--- config.mk ---
export PLATFORM = sky130hd
export DESIGN_NAME = ps2_kbd_rx_flat
export DESIGN_NICKNAME = d
export VERILOG_FILES = /design/src/rtl/ps2_kbd_rx_if.sv /design/src/rtl/ps2_kbd_rx.sv /design/src/flat_wrapper.sv
export SDC_FILE = /design/constraint.sdc
export NUM_CORES = 1
export LEC_CHECK = 0
export CAP_MARGIN = 20
export CELL_PAD_IN_SITES_DETAIL_PLACEMENT = 1
export CELL_PAD_IN_SITES_GLOBAL_PLACEMENT = 1
export CORE_UTILIZATION = 40
export CTS_BUF_LIST = sky130_fd_sc_hd__clkbuf_16
export CTS_CLUSTER_SIZE = 12
export DETAILED_ROUTE_END_ITERATION = 8
export GPL_TIMING_DRIVEN = 0
export HOLD_SLACK_MARGIN = 0.06
export PLACE_DENSITY_LB_ADDON = 0.05
export SYNTH_ARGS = -nofsm -noshare
export SYNTH_HDL_FRONTEND = slang
export SYNTH_SLANG_ARGS = --single-unit
--- constraint.sdc ---
create_clock -name CLK48M_I -period 2.9 [get_ports CLK48M_I]
set_clock_uncertainty 0.1 [all_clocks]
set_input_delay 0.87 -clock CLK48M_I [delete_from_list [all_inputs] [get_ports CLK48M_I]]
set_output_delay 0.87 -clock CLK48M_I [all_outputs]
set_load 0.005 [all_outputs]
--- src/rtl/ps2_kbd_rx_if.sv ---
// Decoded-key output bundle of the PS/2 keyboard receiver.
// master: the receiver driving it; slave: the keyboard matrix logic consuming it.
interface ps2_kbd_rx_if;
    logic       KEY_STROBE;
    logic [7:0] KEY_CODE;
    logic       KEY_EXT;
    logic       KEY_REL;
    logic       ERR_STROBE;
    logic       BUSY;

    modport master (
        output KEY_STROBE, KEY_CODE, KEY_EXT, KEY_REL, ERR_STROBE, BUSY
    );

    modport slave (
        input KEY_STROBE, KEY_CODE, KEY_EXT, KEY_REL, ERR_STROBE, BUSY
    );
endinterface

--- src/rtl/ps2_kbd_rx.sv ---
// PS/2 keyboard receiver: synchronize and deglitch the lines, deframe 11-bit frames,
// fold E0/F0 prefixes into flags on a single decoded-key strobe.
//
// state  | meaning
// IDLE   | waiting for a start bit (data low on a clock fall)
// DATA   | shifting in 8 data bits, LSB first
// PARITY | capturing the odd-parity bit
// STOP   | checking the stop bit, then delivering the byte or flagging an error
module ps2_kbd_rx #(
    parameter int FILTER  = 8,
    parameter int TIMEOUT = 96000
) (
    input  logic            CLK48M_I,
    input  logic            RESET_I,
    input  logic            PS2_CLK,
    input  logic            PS2_DAT,
    ps2_kbd_rx_if.master    key_if
);
    localparam logic [3:0]  FILT_LAST = 4'(FILTER - 1);
    localparam logic [16:0] TMO_LIMIT = 17'(TIMEOUT);

    typedef enum logic [1:0] {ST_IDLE, ST_DATA, ST_PARITY, ST_STOP} state_t;

    // Index 0 is the clock line, index 1 the data line.
    logic [1:0]       sync1_q, sync2_q;
    logic [1:0]       filt_q, filt_d;
    logic [1:0][3:0]  fcnt_q, fcnt_d;
    logic             clk_prev_q;
    logic             fall_q;

    state_t           state_q, state_d;
    logic [2:0]       bit_cnt_q, bit_cnt_d;
    logic [7:0]       shift_q, shift_d;
    logic             par_q, par_d;
    logic [16:0]      tmo_q, tmo_d;
    logic             pend_ext_q, pend_ext_d;
    logic             pend_rel_q, pend_rel_d;
    logic [7:0]       key_code_q, key_code_d;
    logic             key_ext_q, key_ext_d;
    logic             key_rel_q, key_rel_d;
    logic             key_stb_q, key_stb_d;
    logic             err_stb_q, err_stb_d;
    logic             dat;

    always_comb begin
        filt_d = filt_q;
        fcnt_d = '0;
        for (int i = 0; i < 2; i++) begin
            if (sync2_q[i] != filt_q[i]) begin
                if (fcnt_q[i] == FILT_LAST) begin
                    filt_d[i] = sync2_q[i];
                end else begin
                    fcnt_d[i] = fcnt_q[i] + 4'd1;
                end
            end
        end
    end

    always_ff @(posedge CLK48M_I or posedge RESET_I) begin
        if (RESET_I) begin
            sync1_q    <= 2'b11;
            sync2_q    <= 2'b11;
            filt_q     <= 2'b11;
            fcnt_q     <= '0;
            clk_prev_q <= 1'b1;
            fall_q     <= 1'b0;
        end else begin
            sync1_q    <= {PS2_DAT, PS2_CLK};
            sync2_q    <= sync1_q;
            filt_q     <= filt_d;
            fcnt_q     <= fcnt_d;
            clk_prev_q <= filt_q[0];
            fall_q     <= clk_prev_q & ~filt_q[0];
        end
    end

    assign dat = filt_q[1];

    always_comb begin
        state_d    = state_q;
        bit_cnt_d  = bit_cnt_q;
        shift_d    = shift_q;
        par_d      = par_q;
        tmo_d      = '0;
        pend_ext_d = pend_ext_q;
        pend_rel_d = pend_rel_q;
        key_code_d = key_code_q;
        key_ext_d  = key_ext_q;
        key_rel_d  = key_rel_q;
        key_stb_d  = 1'b0;
        err_stb_d  = 1'b0;

        if (state_q != ST_IDLE) begin
            tmo_d = fall_q ? '0 : tmo_q + 17'd1;
        end

        // A stalled frame aborts even if a fall arrives in the same cycle.
        if (state_q != ST_IDLE && tmo_q == TMO_LIMIT) begin
            state_d    = ST_IDLE;
            tmo_d      = '0;
            err_stb_d  = 1'b1;
            pend_ext_d = 1'b0;
            pend_rel_d = 1'b0;
        end else if (fall_q) begin
            case (state_q)
                ST_IDLE: begin
                    if (!dat) begin
                        state_d   = ST_DATA;
                        bit_cnt_d = 3'd0;
                    end
                end
                ST_DATA: begin
                    shift_d[bit_cnt_q] = dat;
                    bit_cnt_d          = bit_cnt_q + 3'd1;
                    if (bit_cnt_q == 3'd7) state_d = ST_PARITY;
                end
                ST_PARITY: begin
                    par_d   = dat;
                    state_d = ST_STOP;
                end
                ST_STOP: begin
                    state_d = ST_IDLE;
                    if (dat && ^{shift_q, par_q}) begin
                        if (shift_q == 8'hE0) begin
                            pend_ext_d = 1'b1;
                        end else if (shift_q == 8'hF0) begin
                            pend_rel_d = 1'b1;
                        end else begin
                            key_code_d = shift_q;
                            key_ext_d  = pend_ext_q;
                            key_rel_d  = pend_rel_q;
                            key_stb_d  = 1'b1;
                            pend_ext_d = 1'b0;
                            pend_rel_d = 1'b0;
                        end
                    end else begin
                        err_stb_d  = 1'b1;
                        pend_ext_d = 1'b0;
                        pend_rel_d = 1'b0;
                    end
                end
                default: state_d = ST_IDLE;
            endcase
        end
    end

    always_ff @(posedge CLK48M_I or posedge RESET_I) begin
        if (RESET_I) begin
            state_q    <= ST_IDLE;
            bit_cnt_q  <= '0;
            shift_q    <= '0;
            par_q      <= 1'b0;
            tmo_q      <= '0;
            pend_ext_q <= 1'b0;
            pend_rel_q <= 1'b0;
            key_code_q <= '0;
            key_ext_q  <= 1'b0;
            key_rel_q  <= 1'b0;
            key_stb_q  <= 1'b0;
            err_stb_q  <= 1'b0;
        end else begin
            state_q    <= state_d;
            bit_cnt_q  <= bit_cnt_d;
            shift_q    <= shift_d;
            par_q      <= par_d;
            tmo_q      <= tmo_d;
            pend_ext_q <= pend_ext_d;
            pend_rel_q <= pend_rel_d;
            key_code_q <= key_code_d;
            key_ext_q  <= key_ext_d;
            key_rel_q  <= key_rel_d;
            key_stb_q  <= key_stb_d;
            err_stb_q  <= err_stb_d;
        end
    end

    assign key_if.KEY_STROBE = key_stb_q;
    assign key_if.KEY_CODE   = key_code_q;
    assign key_if.KEY_EXT    = key_ext_q;
    assign key_if.KEY_REL    = key_rel_q;
    assign key_if.ERR_STROBE = err_stb_q;
    assign key_if.BUSY       = (state_q != ST_IDLE);

endmodule

--- src/flat_wrapper.sv ---
// flat-port wrapper written by rule: the top's interface ports become plain ports
module ps2_kbd_rx_flat 
#(
    parameter int FILTER  = 8,
    parameter int TIMEOUT = 96000
)
  (CLK48M_I, RESET_I, PS2_CLK, PS2_DAT, key_if_KEY_STROBE, key_if_KEY_CODE, key_if_KEY_EXT, key_if_KEY_REL, key_if_ERR_STROBE, key_if_BUSY);
  ps2_kbd_rx_if key_if_i ();
  input  logic CLK48M_I;
  input  logic RESET_I;
  input  logic PS2_CLK;
  input  logic PS2_DAT;
  output wire logic [$bits(key_if_i.KEY_STROBE)-1:0] key_if_KEY_STROBE;
  output wire logic [$bits(key_if_i.KEY_CODE)-1:0] key_if_KEY_CODE;
  output wire logic [$bits(key_if_i.KEY_EXT)-1:0] key_if_KEY_EXT;
  output wire logic [$bits(key_if_i.KEY_REL)-1:0] key_if_KEY_REL;
  output wire logic [$bits(key_if_i.ERR_STROBE)-1:0] key_if_ERR_STROBE;
  output wire logic [$bits(key_if_i.BUSY)-1:0] key_if_BUSY;
  assign key_if_KEY_STROBE = key_if_i.KEY_STROBE;
  assign key_if_KEY_CODE = key_if_i.KEY_CODE;
  assign key_if_KEY_EXT = key_if_i.KEY_EXT;
  assign key_if_KEY_REL = key_if_i.KEY_REL;
  assign key_if_ERR_STROBE = key_if_i.ERR_STROBE;
  assign key_if_BUSY = key_if_i.BUSY;
  ps2_kbd_rx #(.FILTER(FILTER), .TIMEOUT(TIMEOUT)) u_core (.CLK48M_I(CLK48M_I), .RESET_I(RESET_I), .PS2_CLK(PS2_CLK), .PS2_DAT(PS2_DAT), .key_if(key_if_i));
endmodule
## Yosys cells after proc, flatten, opt, wreduce, memory -nomap -nowiden

Index checks and enable logic that the tools add are counted.

| word-level totals | value |
|---|---|
| memories kept | 0 |
| bits of input ports | 4 |
| RAM bits | 0 |
| ROM bits | 0 |
| bits in registers | 61 |
| bits in latches | 0 |

| operators by class | value |
|---|---|
| shifts and indexed selects | 0 |
| reductions and logical operators | 18 |
| $add $sub $neg | 4 |
| magnitude comparators | 2 |
| multipliers | 0 |
| muxes and demuxes | 39 |
| equality and inequality tests | 16 |
| div/mod/pow operators | 0 |
| bitwise operators | 5 |

Operators with widths:

| kind | count |
|---|---|
| 2-to-1 mux 17 bit | 3 |
| 2-to-1 mux 1 bit | 23 |
| adder 17 x 1 -> 17 bit, second input constant | 1 |
| equality test 17 bit, second input constant | 1 |
| equality test 8 bit, second input constant | 2 |
| 2-to-1 mux 4 bit | 4 |
| AND reduction 3 bit | 5 |
| parity 9 bit | 1 |
| adder 4 x 1 -> 4 bit, second input constant | 2 |
| bitwise mux 8 bit | 1 |
| equality test 4 x 3 -> 1 bit, second input constant | 2 |
| 2-to-1 mux 2 bit | 4 |
| one-hot mux 2 bit (4 select lines) | 1 |
| nonzero test 2 bit | 4 |
| one-hot mux 3 bit (2 select lines) | 1 |
| AND reduction 6 bit | 1 |
| equality test 2 bit, second input constant | 2 |
| less-than comparator 3 x 4 -> 1 bit, second input constant | 1 |
| inequality test 4 x 3 -> 1 bit, second input constant | 1 |
| inverter 1 bit | 4 |
| AND reduction 2 bit | 2 |
| AND reduction 4 bit | 1 |
| adder 3 x 1 -> 3 bit, second input constant | 1 |
| demux 1 bit (select 3 bit) | 1 |
| other kinds (12) | 15 |

## Logic depth before layout (Yosys ltp)

| depth | value |
|---|---|
| depth after elaboration | 7 |
| gate-level depth with buffers | 8 |

## Worst setup path before layout

No wires, ideal clock.

| timing path | value |
|---|---|
| kind | reg-to-reg |
| from | register u_core.tmo_q[3] |
| to | register u_core.key_code_q[0] (netlist: u_core.key_if.KEY_CODE[0]) |
| path slack | 0.812 ns |
| required time | 2.675 ns |
| cell stages (with the launch flop) | 7 |
| arrival | 1.862 ns |
| cell sequence | dfrtp_1 or4_4 nor3_4 nand2_2 nand4_2 buf_6 mux2_4 |

| between the ends | value |
|---|---|
| longest elaborated chain between the ends | 4 |

RTL lines:

| item | RTL line | source |
|---|---|---|
| start: declaration | ps2_kbd_rx.sv:35 | `logic [16:0] tmo_q, tmo_d;` |
| start signal: assignment | ps2_kbd_rx.sv:166 | `tmo_q <= tmo_d;` |
| equality test 17 bit | ps2_kbd_rx.sv:98 | `if (state_q != ST_IDLE && tmo_q == TMO_LIMIT) begin` |
| logical AND 1 bit | ps2_kbd_rx.sv:98 |  |
| inverter 1 bit (no source line) | n/a |  |
| AND reduction 6 bit (no source line) | n/a |  |
| end signal: assignment | ps2_kbd_rx.sv:169 | `key_code_q <= key_code_d;` |
| end: declaration | ps2_kbd_rx.sv:38 | `logic [7:0] key_code_q, key_code_d;` |

No other way between the ends.
A chain may end at the register's enable or synchronous reset.

## Worst setup path after layout

| timing path | value |
|---|---|
| from | register u_core.state_q[0] |
| to | output key_if_BUSY |

| between the ends | value |
|---|---|
| longest elaborated chain between the ends | 1 |

RTL lines:

| item | RTL line | source |
|---|---|---|
| start: declaration | ps2_kbd_rx.sv:31 | `state_t state_q, state_d;` |
| start signal: assignment | ps2_kbd_rx.sv:162 | `state_q <= state_d;` |
| nonzero test 2 bit | ps2_kbd_rx.sv:182 | `assign key_if.BUSY = (state_q != ST_IDLE);` |
| end: declaration | flat_wrapper.sv:18 | `output wire logic [$bits(key_if_i.BUSY)-1:0] key_if_BUSY;` |

No other way between the ends.

==> flow_summary.toml <==
[run_status]
outcome = "completed"

[sta]
period_share_pct = 93.51
period_needed_ns = 2.712
maxSlewViolCount = 0
rsz0062_at_grt = "no"
finalSetupViolations = 0
max_freq_mhz = 368.7
worst-slew-pin-transition_ns = 0.6546
slew-limit-headroom_pct = 56.30
hold_viol_final = 0

[placed_design]
dp.cells = 367
portBuffers = 16
gp_congestion = 0.7445
dp_hpwl_um = 3720

[detailed_routing]
drc = 0
drt_iter0_drc = 91
dr.pass1.iters = 4
final_antenna_net_count = 0
via_count = 1872
routed_wl_um = 5371
wl_per_cell_um = 14.02
viasPerCell = 4.888

[clocking]
clkSlewWorstSetupHoldPaths_ns = 0.05
clk_latency_ns = 0.33
h-tree-depth = 3
cts_root_buffer = "clkbuf_16"
holdBufCountCts = 0
cts_buffer_depth = 2
cts_tree = "built"
cts.sinks = 61
cts_buffers = 9
postCtsSetupBuffers = 0
cts_resized = 0

[logic_synthesis]
syn_area_um2 = 2899
yosysWarnings = 0
ys_types = 47
syn-instance-count = 254
synth-edff-count = 0
async_flop_share_pct = 100.0
ys.flop_type = "dfrtp_1"
ys_seq_area_share_pct = 52.96
synth_fp_nets = 268
ys_seq_elements = 61
avgSynthCellArea_um2 = 11.41

[layout]
area_delta_synth_final_pct = 21.23
final_nets = 296
drive_gt1_share_pct = 20.56
utilization_pct = 50.89
n_antenna_cell = 0
fin_cells = 383

[setup_path]
worstSetupEndpointType = "output port"
worstPathArrival_ns = 1.74
crit_path_cell_trace = "inv_1 -> ha_1 -> inv_2 -> clkdlybuf4s50_1"
cp_top_family = "buffers and inverters"
critPathKind = "reg2out"
crit_buf_inv = 3
crit_path_start_kind = "register"
slowest_delay_ns = 0.51
required_ns = 1.93
crit_fanout = 5
crit_slowest_cell = "clkdlybuf4s50_1"

[floorplanning]
die_w_um = 87.13
pin_count = 17
coreArea_um2 = 6907
start_util_pct = 41.97
dieArea_um2 = 7592
rows = 30
chipHeight_um = 87.13

[power_and_ir_drop]
power_frac_clock_pct = 39.8
p_seq_share_pct = 38.8
p_comb_share_pct = 21.4
intPower_mw = 1.956
power_switching_uw = 844.6
pwr_density_cell_nw_per_um2 = 796.8
vdd_drop_max_mv = 0.5161
p_sw_share_pct = 30.16
p_leak_nw = 1.620

[grt]
grt_max_degree = 32
grt-ovfl-total = 0
grt_pass1_wl_um = 9156
grt_pass1_vias = 1916
antenna_found_initial = 0
grt_util_all_layers_pct = 16.38

[flow_run]
maxCapViolCount = 0

[worst_hold_path]
hold_path_class = "reg2reg"
cells by family (layout without fill, tap and decap cells):
| family | count (synthesis) | after routing | synth area share [%] |
|---|---|---|---|
| and+or+nand+nor | 101 | 101 | 18.00 |
| DFF | 61 | 61 | 52.96 |
| xor gates and xnor gates | 26 | 26 | 8.589 |
| muxes | 22 | 22 | 9.668 |
| buffers and inverters | 19 | 52 | 3.021 |
| AOI/OAI and AO/OA | 15 | 15 | 3.453 |
| adders and majority gates | 10 | 10 | 4.316 |
Yosys cell counts (6+ instances only):
cell type	number	area share (%)
dfrtp_1	54	47
xor2_1	6	1.8
ha_1	10	4.3
xnor2_1	18	5.4
nand3_1	11	1.9
inv_1	15	1.9
mux2_4	9	4.7
nand4_1	6	1.3
nand2_1	15	1.9
mux2_2	12	4.7
nor3_1	6	1.0
nor2_1	40	5.2
dfstp_2	7	6.3
layout by cell type, fill, tap and decap left out, types with 3 or more instances in the layout:
cell type	n
inv_1	13
a21oi_1	3
nor3_1	6
ha_1	10
dfstp_2	7
mux2_4	9
nor2_1	40
clkdlybuf4s50_1	16
nand4_1	6
xor2_1	6
clkbuf_16	9
dfrtp_1	54
nand2_1	15
nor2b_1	3
nand4b_1	3
nand3_1	11
xnor2_1	18
mux2_2	12
clkinvlp_4	3
registers in the layout, indices dropped and copies added, names as in the netlist, 2 cells and up:
register	cells
u_core.tmo_q	17
u_core.key_if.KEY_CODE	8
u_core.filt_q	2
u_core.state_q	2
u_core.shift_q	8
u_core.bit_cnt_q	3
u_core.sync2_q	2
u_core.fcnt_q	8
u_core.sync1_q	2
area by class of cell:
type | instances | area [µm²]
clock buffer | 9 | 225.2
buffer | 4 | 31.28
tap | 96 | 120.1
clock inverter | 7 | 90.09
sequential | 61 | 1535
multi-input combinational | 174 | 1276
fill | 769 | 3392
inverter | 15 | 56.30
timing repair buffer | 17 | 180.2
per-stage QoR:
stage	setup TNS, ns	instance area [µm²]	total power [mW]	hold WS (ns)	setup WS (ns)
after global placement	-41.57	3179	1.687	0.2462	-0.7501
after CTS	0	3515	2.848	0.2547	0.08423
final	0	3515	2.801	0.2567	0.1881
after floorplan	0	2899	1.516	0.2452	0.4285
after global routing	0	3515	2.979	0.2585	0.05227
after detailed placement	0	3199	1.711	0.2475	0.4623
routing by layer:
layer,part of all wire (%),global-route usage [%],up-vias
li1,-,-,922
met1,45,20.16,922
met2,50,26.13,19
met3,2.8,5.118,9
met4,1.9,8.048,0
met5,0,0,-
power by group through the flow:
stage	registers [mW]	logic (mW)	clock network, mW
floorplan	1.07	0.444	0
global placement	1.09	0.592	0
detailed placement	1.10	0.608	0
CTS	1.09	0.611	1.15
global route	1.11	0.692	1.18
finish	1.09	0.600	1.12
worst reg2reg max path: cells and delay by family, from the launching register on:
kind	cells	cell delay, ns
multiplexers	1	0.28
flip-flops	1	0.42
adder cells (fa/ha/maj)	1	0.27
buffers and inverters	1	0.11
AND/OR/NAND/NOR	4	0.99
final timing paths:
path	start	endpoint	slack (ns)	depth (start not counted)
setup / recovery	u_core.state_q[0]$_DFFE_PP0P_	key_if_BUSY	0.19	4
hold / removal	u_core.sync1_q[1]$_DFF_PP1_	u_core.sync2_q[1]$_DFF_PP1_	0.26	0
setup reg to reg	u_core.state_q[0]$_DFFE_PP0P_	u_core.shift_q[7]$_DFFE_PP0P_	0.61	7
hold reg to reg	u_core.sync1_q[1]$_DFF_PP1_	u_core.sync2_q[1]$_DFF_PP1_	0.26	0
max in group asynchronous	RESET_I	u_core.sync2_q[0]$_DFF_PP1_	1.18	3
min in group asynchronous	RESET_I	u_core.fcnt_q[4]$_DFF_PP0_	0.85	2
Power figures use the tool's default switching activity.
